**src/rtl/ad_ip_jesd204_tpl_adc_capture_ctrl.sv**
```systemverilog
`timescale 1ns/1ps
// Purpose : capture sequencer between the JESD204 TPL ADC core and the DMA (arm, sync, align, bounded capture).
// Latency : adc_valid is combinational from registered state (zero added latency); status/pulses are registered.
// Backpres: none; valids are gated, not stalled; DMA overflow is only recorded in ovf_sticky.
//
// Ports:
//   clk, rst                 link clock, synchronous active-high reset
//   arm, abort               single-cycle control requests
//   ext_sync_en, align_en    wait for external_sync rising edge / link SOF before capturing
//   capture_len              beats to capture (0 = unbounded)
//   external_sync            external trigger (clk domain)
//   link_valid, link_sof     link beat qualifier and start-of-frame (bit 0 only)
//   core_valid, enable       per-channel valids from the core and enables from the register map
//   adc_dovf                 DMA overflow
//   adc_valid                gated per-channel valids to the DMA
//   adc_rst_sync             one-cycle core resync pulse on trigger
//   sync_status, capturing   waiting for trigger/alignment, capture in progress
//   capture_done             one-cycle pulse when a bounded capture completes
//   ovf_sticky, beat_count   overflow seen and beats passed in the current/last capture
module ad_ip_jesd204_tpl_adc_capture_ctrl #(
  parameter int NUM_CHANNELS    = 4,
  parameter int OCTETS_PER_BEAT = 4,
  parameter int COUNT_WIDTH     = 16
) (
  input  logic                       clk,
  input  logic                       rst,
  input  logic                       arm,
  input  logic                       abort,
  input  logic                       ext_sync_en,
  input  logic                       align_en,
  input  logic [COUNT_WIDTH-1:0]     capture_len,
  input  logic                       external_sync,
  input  logic                       link_valid,
  input  logic [OCTETS_PER_BEAT-1:0] link_sof,
  input  logic [NUM_CHANNELS-1:0]    core_valid,
  input  logic [NUM_CHANNELS-1:0]    enable,
  input  logic                       adc_dovf,
  output logic [NUM_CHANNELS-1:0]    adc_valid,
  output logic                       adc_rst_sync,
  output logic                       sync_status,
  output logic                       capturing,
  output logic                       capture_done,
  output logic                       ovf_sticky,
  output logic [COUNT_WIDTH-1:0]     beat_count
);

  typedef enum logic [2:0] {
    ST_RUN     = 3'd0,
    ST_ARMED   = 3'd1,
    ST_ALIGN   = 3'd2,
    ST_CAPTURE = 3'd3,
    ST_HOLD    = 3'd4
  } state_t;

  state_t                  state_q, state_d;
  logic                    ext_sync_q, ext_sync_d;
  logic [COUNT_WIDTH-1:0]  beat_count_q, beat_count_d;
  logic                    ovf_sticky_q, ovf_sticky_d;
  logic                    adc_rst_sync_q, adc_rst_sync_d;
  logic                    capture_done_q, capture_done_d;

  logic [NUM_CHANNELS-1:0] enabled_vld;
  logic                    pass_en;
  logic                    beat;
  logic                    ext_edge;
  logic                    trigger;
  logic [COUNT_WIDTH-1:0]  count_inc;
  logic                    unused_sof;

  // Only the first octet's SOF flag marks the frame boundary we align to.
  assign unused_sof  = ^link_sof;

  assign enabled_vld = core_valid & enable;
  assign pass_en     = (state_q == ST_RUN) || (state_q == ST_CAPTURE);
  assign beat        = (state_q == ST_CAPTURE) && (|enabled_vld);
  assign ext_edge    = external_sync & ~ext_sync_q;
  assign trigger     = ~ext_sync_en | ext_edge;
  assign ext_sync_d  = external_sync;

  // Saturating increment so an unbounded capture never wraps back to a small count.
  assign count_inc = (&beat_count_q) ? beat_count_q
                                     : beat_count_q + {{(COUNT_WIDTH-1){1'b0}}, 1'b1};

  always_comb begin
    state_d        = state_q;
    beat_count_d   = beat_count_q;
    ovf_sticky_d   = ovf_sticky_q;
    adc_rst_sync_d = 1'b0;
    capture_done_d = 1'b0;

    case (state_q)
      ST_ARMED: begin
        if (trigger) begin
          state_d        = align_en ? ST_ALIGN : ST_CAPTURE;
          adc_rst_sync_d = 1'b1;
        end
      end
      ST_ALIGN: begin
        // The SOF beat itself is not captured; capture opens on the next cycle.
        if (link_valid && link_sof[0]) begin
          state_d = ST_CAPTURE;
        end
      end
      ST_CAPTURE: begin
        if (adc_dovf) begin
          ovf_sticky_d = 1'b1;
        end
        if (beat) begin
          beat_count_d = count_inc;
          if ((capture_len != '0) && (count_inc == capture_len)) begin
            state_d        = ST_HOLD;
            capture_done_d = 1'b1;
          end
        end
      end
      default: begin
      end
    endcase

    // arm restarts from any state and wipes the previous capture's results.
    if (arm) begin
      state_d        = ST_ARMED;
      beat_count_d   = '0;
      ovf_sticky_d   = 1'b0;
      adc_rst_sync_d = 1'b0;
      capture_done_d = 1'b0;
    end

    // abort outranks arm; results of the interrupted capture stay visible.
    if (abort && (state_q != ST_RUN)) begin
      state_d        = ST_RUN;
      beat_count_d   = beat_count_q;
      ovf_sticky_d   = ovf_sticky_q;
      adc_rst_sync_d = 1'b0;
      capture_done_d = 1'b0;
    end
  end

  always_ff @(posedge clk) begin
    if (rst) begin
      state_q        <= ST_RUN;
      ext_sync_q     <= 1'b0;
      beat_count_q   <= '0;
      ovf_sticky_q   <= 1'b0;
      adc_rst_sync_q <= 1'b0;
      capture_done_q <= 1'b0;
    end else begin
      state_q        <= state_d;
      ext_sync_q     <= ext_sync_d;
      beat_count_q   <= beat_count_d;
      ovf_sticky_q   <= ovf_sticky_d;
      adc_rst_sync_q <= adc_rst_sync_d;
      capture_done_q <= capture_done_d;
    end
  end

  assign adc_valid    = enabled_vld & {NUM_CHANNELS{pass_en}};
  assign adc_rst_sync = adc_rst_sync_q;
  assign sync_status  = (state_q == ST_ARMED) || (state_q == ST_ALIGN);
  assign capturing    = (state_q == ST_CAPTURE);
  assign capture_done = capture_done_q;
  assign ovf_sticky   = ovf_sticky_q;
  assign beat_count   = beat_count_q;

endmodule

```
**config.mk**
```make
export PLATFORM = sky130hd
export DESIGN_NAME = ad_ip_jesd204_tpl_adc_capture_ctrl
export DESIGN_NICKNAME = d
export VERILOG_FILES = /design/src/rtl/ad_ip_jesd204_tpl_adc_capture_ctrl.sv
export SDC_FILE = /design/constraint.sdc
export NUM_CORES = 1
export LEC_CHECK = 0
export BUFFER_PORTS_ARGS = -buffer_cell sky130_fd_sc_hd__buf_2
export CAP_MARGIN = 20
export CORE_MARGIN = 3
export CORE_UTILIZATION = 27
export CTS_BUF_LIST = sky130_fd_sc_hd__clkbuf_2 sky130_fd_sc_hd__clkbuf_4 sky130_fd_sc_hd__clkbuf_8
export DETAILED_ROUTE_END_ITERATION = 7
export GPL_TIMING_DRIVEN = 0
export RECOVER_POWER = 100
export SYNTH_ARGS = -nofsm -noshare
export SYNTH_HDL_FRONTEND = slang
export SYNTH_SLANG_ARGS = --single-unit
```
**constraint.sdc**
```tcl
create_clock -name clk -period 6.5 [get_ports clk]
set_input_delay 1.3 -clock clk [delete_from_list [all_inputs] [get_ports clk]]
set_output_delay 1.3 -clock clk [all_outputs]
set_load 0.03 [all_outputs]
```
Yosys cells after proc, flatten, opt, wreduce, memory -nomap -nowiden
Index checks and enable logic that the tools add are counted.
{"block": "totals", "ff_bits": 23, "inputBits": 37, "output_inout_bits": 25, "word_cells": 70}
{"block": "op_classes", "n_addsub": 1, "eq_ne": 12, "n_mux": 16, "bitwise": 10, "n_reduce_logical": 24}
{"op": "$mux 16", "count": 4}
{"op": "$add 16x1->16 const B", "count": 1}
{"op": "$eq 16x16->1", "count": 1}
{"op": "$reduce_and 16->1", "count": 1}
{"op": "$reduce_bool 16->1", "count": 1}
{"op": "$mux 3", "count": 4}
{"op": "$reduce_and 5->1", "count": 2}
{"op": "$pmux 3 s3", "count": 1}
{"op": "$and 4x4->4", "count": 2}
{"op": "$reduce_or 4->1", "count": 2}
{"op": "$mux 1", "count": 7}
{"op": "$eq 3x2->1 const B", "count": 2}
{"op": "$ne 3x2->1 const B", "count": 2}
{"op": "$ne 3x3->1 const B", "count": 2}
{"op": "$not 1->1", "count": 6}
{"op": "$reduce_and 3->1", "count": 2}
{"op": "$reduce_bool 2->1", "count": 3}
{"op": "$reduce_bool 3->1", "count": 2}
{"op": "$reduce_or 5->1", "count": 1}
{"op": "$logic_and 1x1->1", "count": 4}
{"op": "$ne 2x1->1 const B", "count": 2}
{"op": "$ne 2x2->1 const B", "count": 2}
{"op": "$reduce_bool 4->1", "count": 1}
{"op": "$eq 3x1->1 const B", "count": 1}
{"op": "other kinds (6)", "count": 7}

Longest topological paths before layout
{"block": "logic_depth", "depth_word": 8, "depth_mapped": 10, "mapped_depth_nobuf": 8}

Worst setup path before layout
No wires, ideal clock.
{"block": "synth_timing", "kind": "input-to-output", "from": "in core_valid[1]", "to": "out adc_valid[1]", "arrival_time_ns": 1.773, "t_required_ns": 5.200, "path_slack_ns": 3.427, "stages": 2, "n_path_buf": 0, "path_cell_list": "nand2_1 > nor2_1"}
{"block": "synth_between", "elab_chain_cells": 2}
{"element": "from (decl)", "line": "35", "rtl": "input logic [NUM_CHANNELS-1:0] core_valid,"}
{"element": "$and 4x4->4", "line": "73", "rtl": "assign enabled_vld = core_valid & enable;"}
{"element": "$and 4x4->4", "line": "157", "rtl": "assign adc_valid = enabled_vld & {NUM_CHANNELS{pass_en}};"}
{"element": "to (decl)", "line": "38", "rtl": "output logic [NUM_CHANNELS-1:0] adc_valid,"}
No other way between the ends.

Worst setup path after layout
{"block": "layout_timing", "from": "reg beat_count_q[11] (netlist: beat_count[11])", "to": "reg capture_done_q (netlist: capture_done)"}
{"block": "layout_between", "elab_chain_cells": 5, "word_cells_on_any_way": 6, "classes_between": "add/sub (1); eq/ne (1); mux (2); reduce/logical (2)"}
{"element": "from (decl)", "line": "57", "rtl": "logic [COUNT_WIDTH-1:0] beat_count_q, beat_count_d;"}
{"element": "from (signal assigned)", "line": "150", "rtl": "beat_count_q <= beat_count_d;"}
{"element": "$add 16x1->16 / $reduce_and 16->1 (equally long branches)", "line": "82, 81"}
{"element": "$mux 16 (*)", "line": "81", "rtl": "assign count_inc = (&beat_count_q) ? beat_count_q"}
{"element": "$eq 16x16->1 (*)", "line": "110", "rtl": "if ((capture_len != '0) && (count_inc == capture_len)) begin"}
{"element": "$logic_and 1x1->1 (*)", "line": "110"}
{"element": "$mux 1 (*)", "line": "110"}
{"element": "to (signal assigned)", "line": "153", "rtl": "capture_done_q <= capture_done_d;"}
{"element": "to (decl)", "line": "60", "rtl": "logic capture_done_q, capture_done_d;"}
Every way passes the cells marked *; elsewhere a longest branch is shown, timed or not.
A chain may end at the register's enable or synchronous reset.

==> impl_metrics.env <==
export IMPL_hold_viol=0
export IMPL_rr_startpoint="beat_count[11]"
export IMPL_h_tree_depth=1
export IMPL_pwr_share_comb_pct=26.0
export IMPL_netlist_area_um2=2270
export IMPL_pwr_share_seq_pct=44.4
export IMPL_routed_wl_um=8580
export IMPL_ctsHoldBuffers=0
export IMPL_drc_errors=0
export IMPL_slowest_stage="nor4_1"
export IMPL_antenna_cells=0
export IMPL_critical_path_most_common_cell="nor4_1"
export IMPL_hp_class="reg2reg"
export IMPL_min_period_ns=3.27
export IMPL_numCtsBuffers=3
export IMPL_dieArea_um2=9530
export IMPL_wl_per_cell_um=17.9
export IMPL_vias=2839
export IMPL_grt_first_pass_wirelength_um=13500
export IMPL_async_flop_share_pct=0
export IMPL_critPathArrivalTime_ns=3.44
export IMPL_drive_above_1_share_pct=14.0
export IMPL_syn_to_final_growth_pct=17.5
export IMPL_critPathMaxStageDelay_ns=0.58
export IMPL_grt_pass1_vias=2625
export IMPL_r2r_end="capture_done"
export IMPL_cts_resized=0
export IMPL_cts_sinks=23
export IMPL_ys_ff_latch=23
export IMPL_peakVddDrop_uv=53.6
export IMPL_setup_ws_ns=3.23
export IMPL_syn_avg_cell_area_um2=7.10
export IMPL_numPortBuffers=55
export IMPL_fp_dieH_um=97.6
export IMPL_startpoint_type="flop"
export IMPL_internal_power_uw=215
export IMPL_reg2regPathDepth=8
export IMPL_cp_endpoint="capture_done"
export IMPL_synth_distinct_cells=56
export IMPL_ys_flop_type="dfxtp_1"
export IMPL_synth_edff_count=0
export IMPL_fin_util_pct=33.6
export IMPL_r2r_setup_slack_ns=3.23
export IMPL_holdPathStages=2
export IMPL_p_sw_share_pct=34.8
export IMPL_post_cts_buffers=0
export IMPL_synth_warnings=0
export IMPL_skew_ns=0.00515
export IMPL_viasPerCell=5.91
export IMPL_io_pins=62
export IMPL_core_area_um2=7930
export IMPL_rows=32
export IMPL_initial_core_util_pct=28.6
export IMPL_cp_num_buf_inv=1
export IMPL_cts_max_path_buffers=2
export IMPL_power_leakage_nw=0.889
export IMPL_drtIter0Drc=280
export IMPL_clkPwrFrac_pct=29.6
export IMPL_syn_nets=357
export IMPL_fmax_mhz=306
export IMPL_yosysSeqAreaShare_pct=20.3
export IMPL_rsz0062_at_grt="no"
export IMPL_required_ns=6.67
export IMPL_nets=417
export IMPL_gp_congestion=0.961
export IMPL_outcome="complete, no violations"
export IMPL_cp_max_fo=10
export IMPL_cp_num_cells=8
export IMPL_fill_cells=888
export IMPL_fin_crit_sh_pct=50.3
export IMPL_path_cells="nand4_1, clkbuf_1, nor4_1, nor2_1, nor4_1, nand3_1, or4b_1, nor4_1"
export IMPL_maxCapViolations=0
export IMPL_critPathTopFamily="simple AND/OR/NAND/NOR gates"
export IMPL_grt_max_degree=14
export IMPL_drt_pass1_iterations=5
export IMPL_clk_latency_ns=0.28
export IMPL_final_common_cell="clkbuf_1"
export IMPL_setup_tns_ns=0
export IMPL_finalSetupViolCount=0
export IMPL_clkSlewWorstSetupHoldPaths_ns=0.09
export IMPL_die_width_um=97.6
export IMPL_tightest_slew_ns=0.921
export IMPL_p_sw_uw=115
export IMPL_path_class="reg2reg"
export IMPL_antenna_found_initial=0
export IMPL_cts_tree="built"
export IMPL_grt_overflow_total=0
export IMPL_place_hpwl_um=6630
export IMPL_ant_nets=0
export IMPL_grt_use_total_pct=17.4
export IMPL_maxSlewViolCount=0
export IMPL_final_cell_mix="clkbuf_1, buf_2, a21oi_1, nor2_1, dfxtp_1"
export IMPL_syn_instance_count=319
export IMPL_power_uw=330
export IMPL_pre_cts_ws_ns=3.22
export IMPL_p_per_area_nw_per_um2=124
export IMPL_crit_start="beat_count[11]"
export IMPL_max_slew_margin_pct=38.1
export IMPL_end_kind="flop"
export IMPL_cts_root_buf="clkbuf_8"
worst min path at each step:
stage                   end        from
2_1_floorplan  adc_rst_sync  state_q[1]
3_3_place_gp     ovf_sticky  ovf_sticky
3_5_place_dp     ovf_sticky  ovf_sticky
4_1_cts          ovf_sticky  ovf_sticky
5_1_grt          ovf_sticky  ovf_sticky
6_report         ovf_sticky  ovf_sticky
tightest hold or removal path: cells and delay by family (launching register included):
family	cells	cell delay [ns]
compound gates	2	0.20
flops	1	0.32
sequential cells by signal, summed over array words and instances, names as in the netlist:
name,cells
state_q,3
ovf_sticky,1
ext_sync_q,1
adc_rst_sync,1
beat_count,16
capture_done,1
power by group through the flow:
stage	Combinational [mW]	Sequential [mW]	Clock (mW)
global route	0.0929	0.147	0.104
global placement	0.0847	0.150	0
CTS	0.0859	0.147	0.101
floorplan	0.0510	0.151	0
finish	0.0856	0.147	0.0978
detailed placement	0.0856	0.150	0
through the flow:
stage	cell area (um2)	std cells	hold WS [ns]
floorplan	2270	319	0.517
global placement	2670	476	0.551
detailed placement	2670	476	0.564
CTS	2720	480	0.576
global route	2660	480	0.602
finish	2660	480	0.564
layer usage:
layer  vias up  global-route usage (%)  wire length, um
met5         -                       0                0
met4         0                    7.14              200
met3        18                    3.52              807
met2       158                    26.4             3750
met1      1329                    24.0             3820
li1       1334                       -                -
logic make-up after synthesis:
group / after synthesis / share of synthesized area, %
AOI/OAI and AO/OA: 92 / 26.3
xor gates and xnor gates: 17 / 6.57
muxes: 3 / 1.33
buffers and inverters: 33 / 6.63
and+or+nand+nor: 150 / 38.3
adders and majority gates: 1 / 0.552
DFF: 23 / 20.3
synth_stat cells, types with 3 or more instances:
cell type,instances,share of area (%)
o31ai_1,4,1.3
mux2i_1,3,1.3
nor3_1,16,3.5
a31oi_1,12,3.3
o21ai_0,17,3.8
nand3b_1,3,0.99
dfxtp_1,23,20
nand3_1,19,4.2
buf_4,5,1.7
xnor2_1,10,3.9
or4_1,5,1.7
nand4_1,8,2.2
nand2_1,20,3.3
inv_1,9,1.5
a21oi_1,31,6.8
o211ai_1,3,0.99
xor2_1,7,2.7
and3_1,6,1.7
nor2_1,25,4.1
and2_1,4,1.1
or3_1,5,1.4
buf_2,6,1.3
nor4_1,11,3.0
clkbuf_1,12,2.0
and4_1,5,1.9
nand2b_1,9,2.5
area by class of cell:
class,count,area [um2],share of cell area [%]
plain buffers,24,116,4.37
clock buffers,3,41.3,1.55
clock inverters,1,5.00,0.188
inverters,9,33.8,1.27
multi-input cells,263,1630,61.4
flip-flops and latches,23,460,17.3
well taps,102,128,4.79
repair buffers,55,244,9.16
Note: power is estimated with default switching activity, not from simulation.
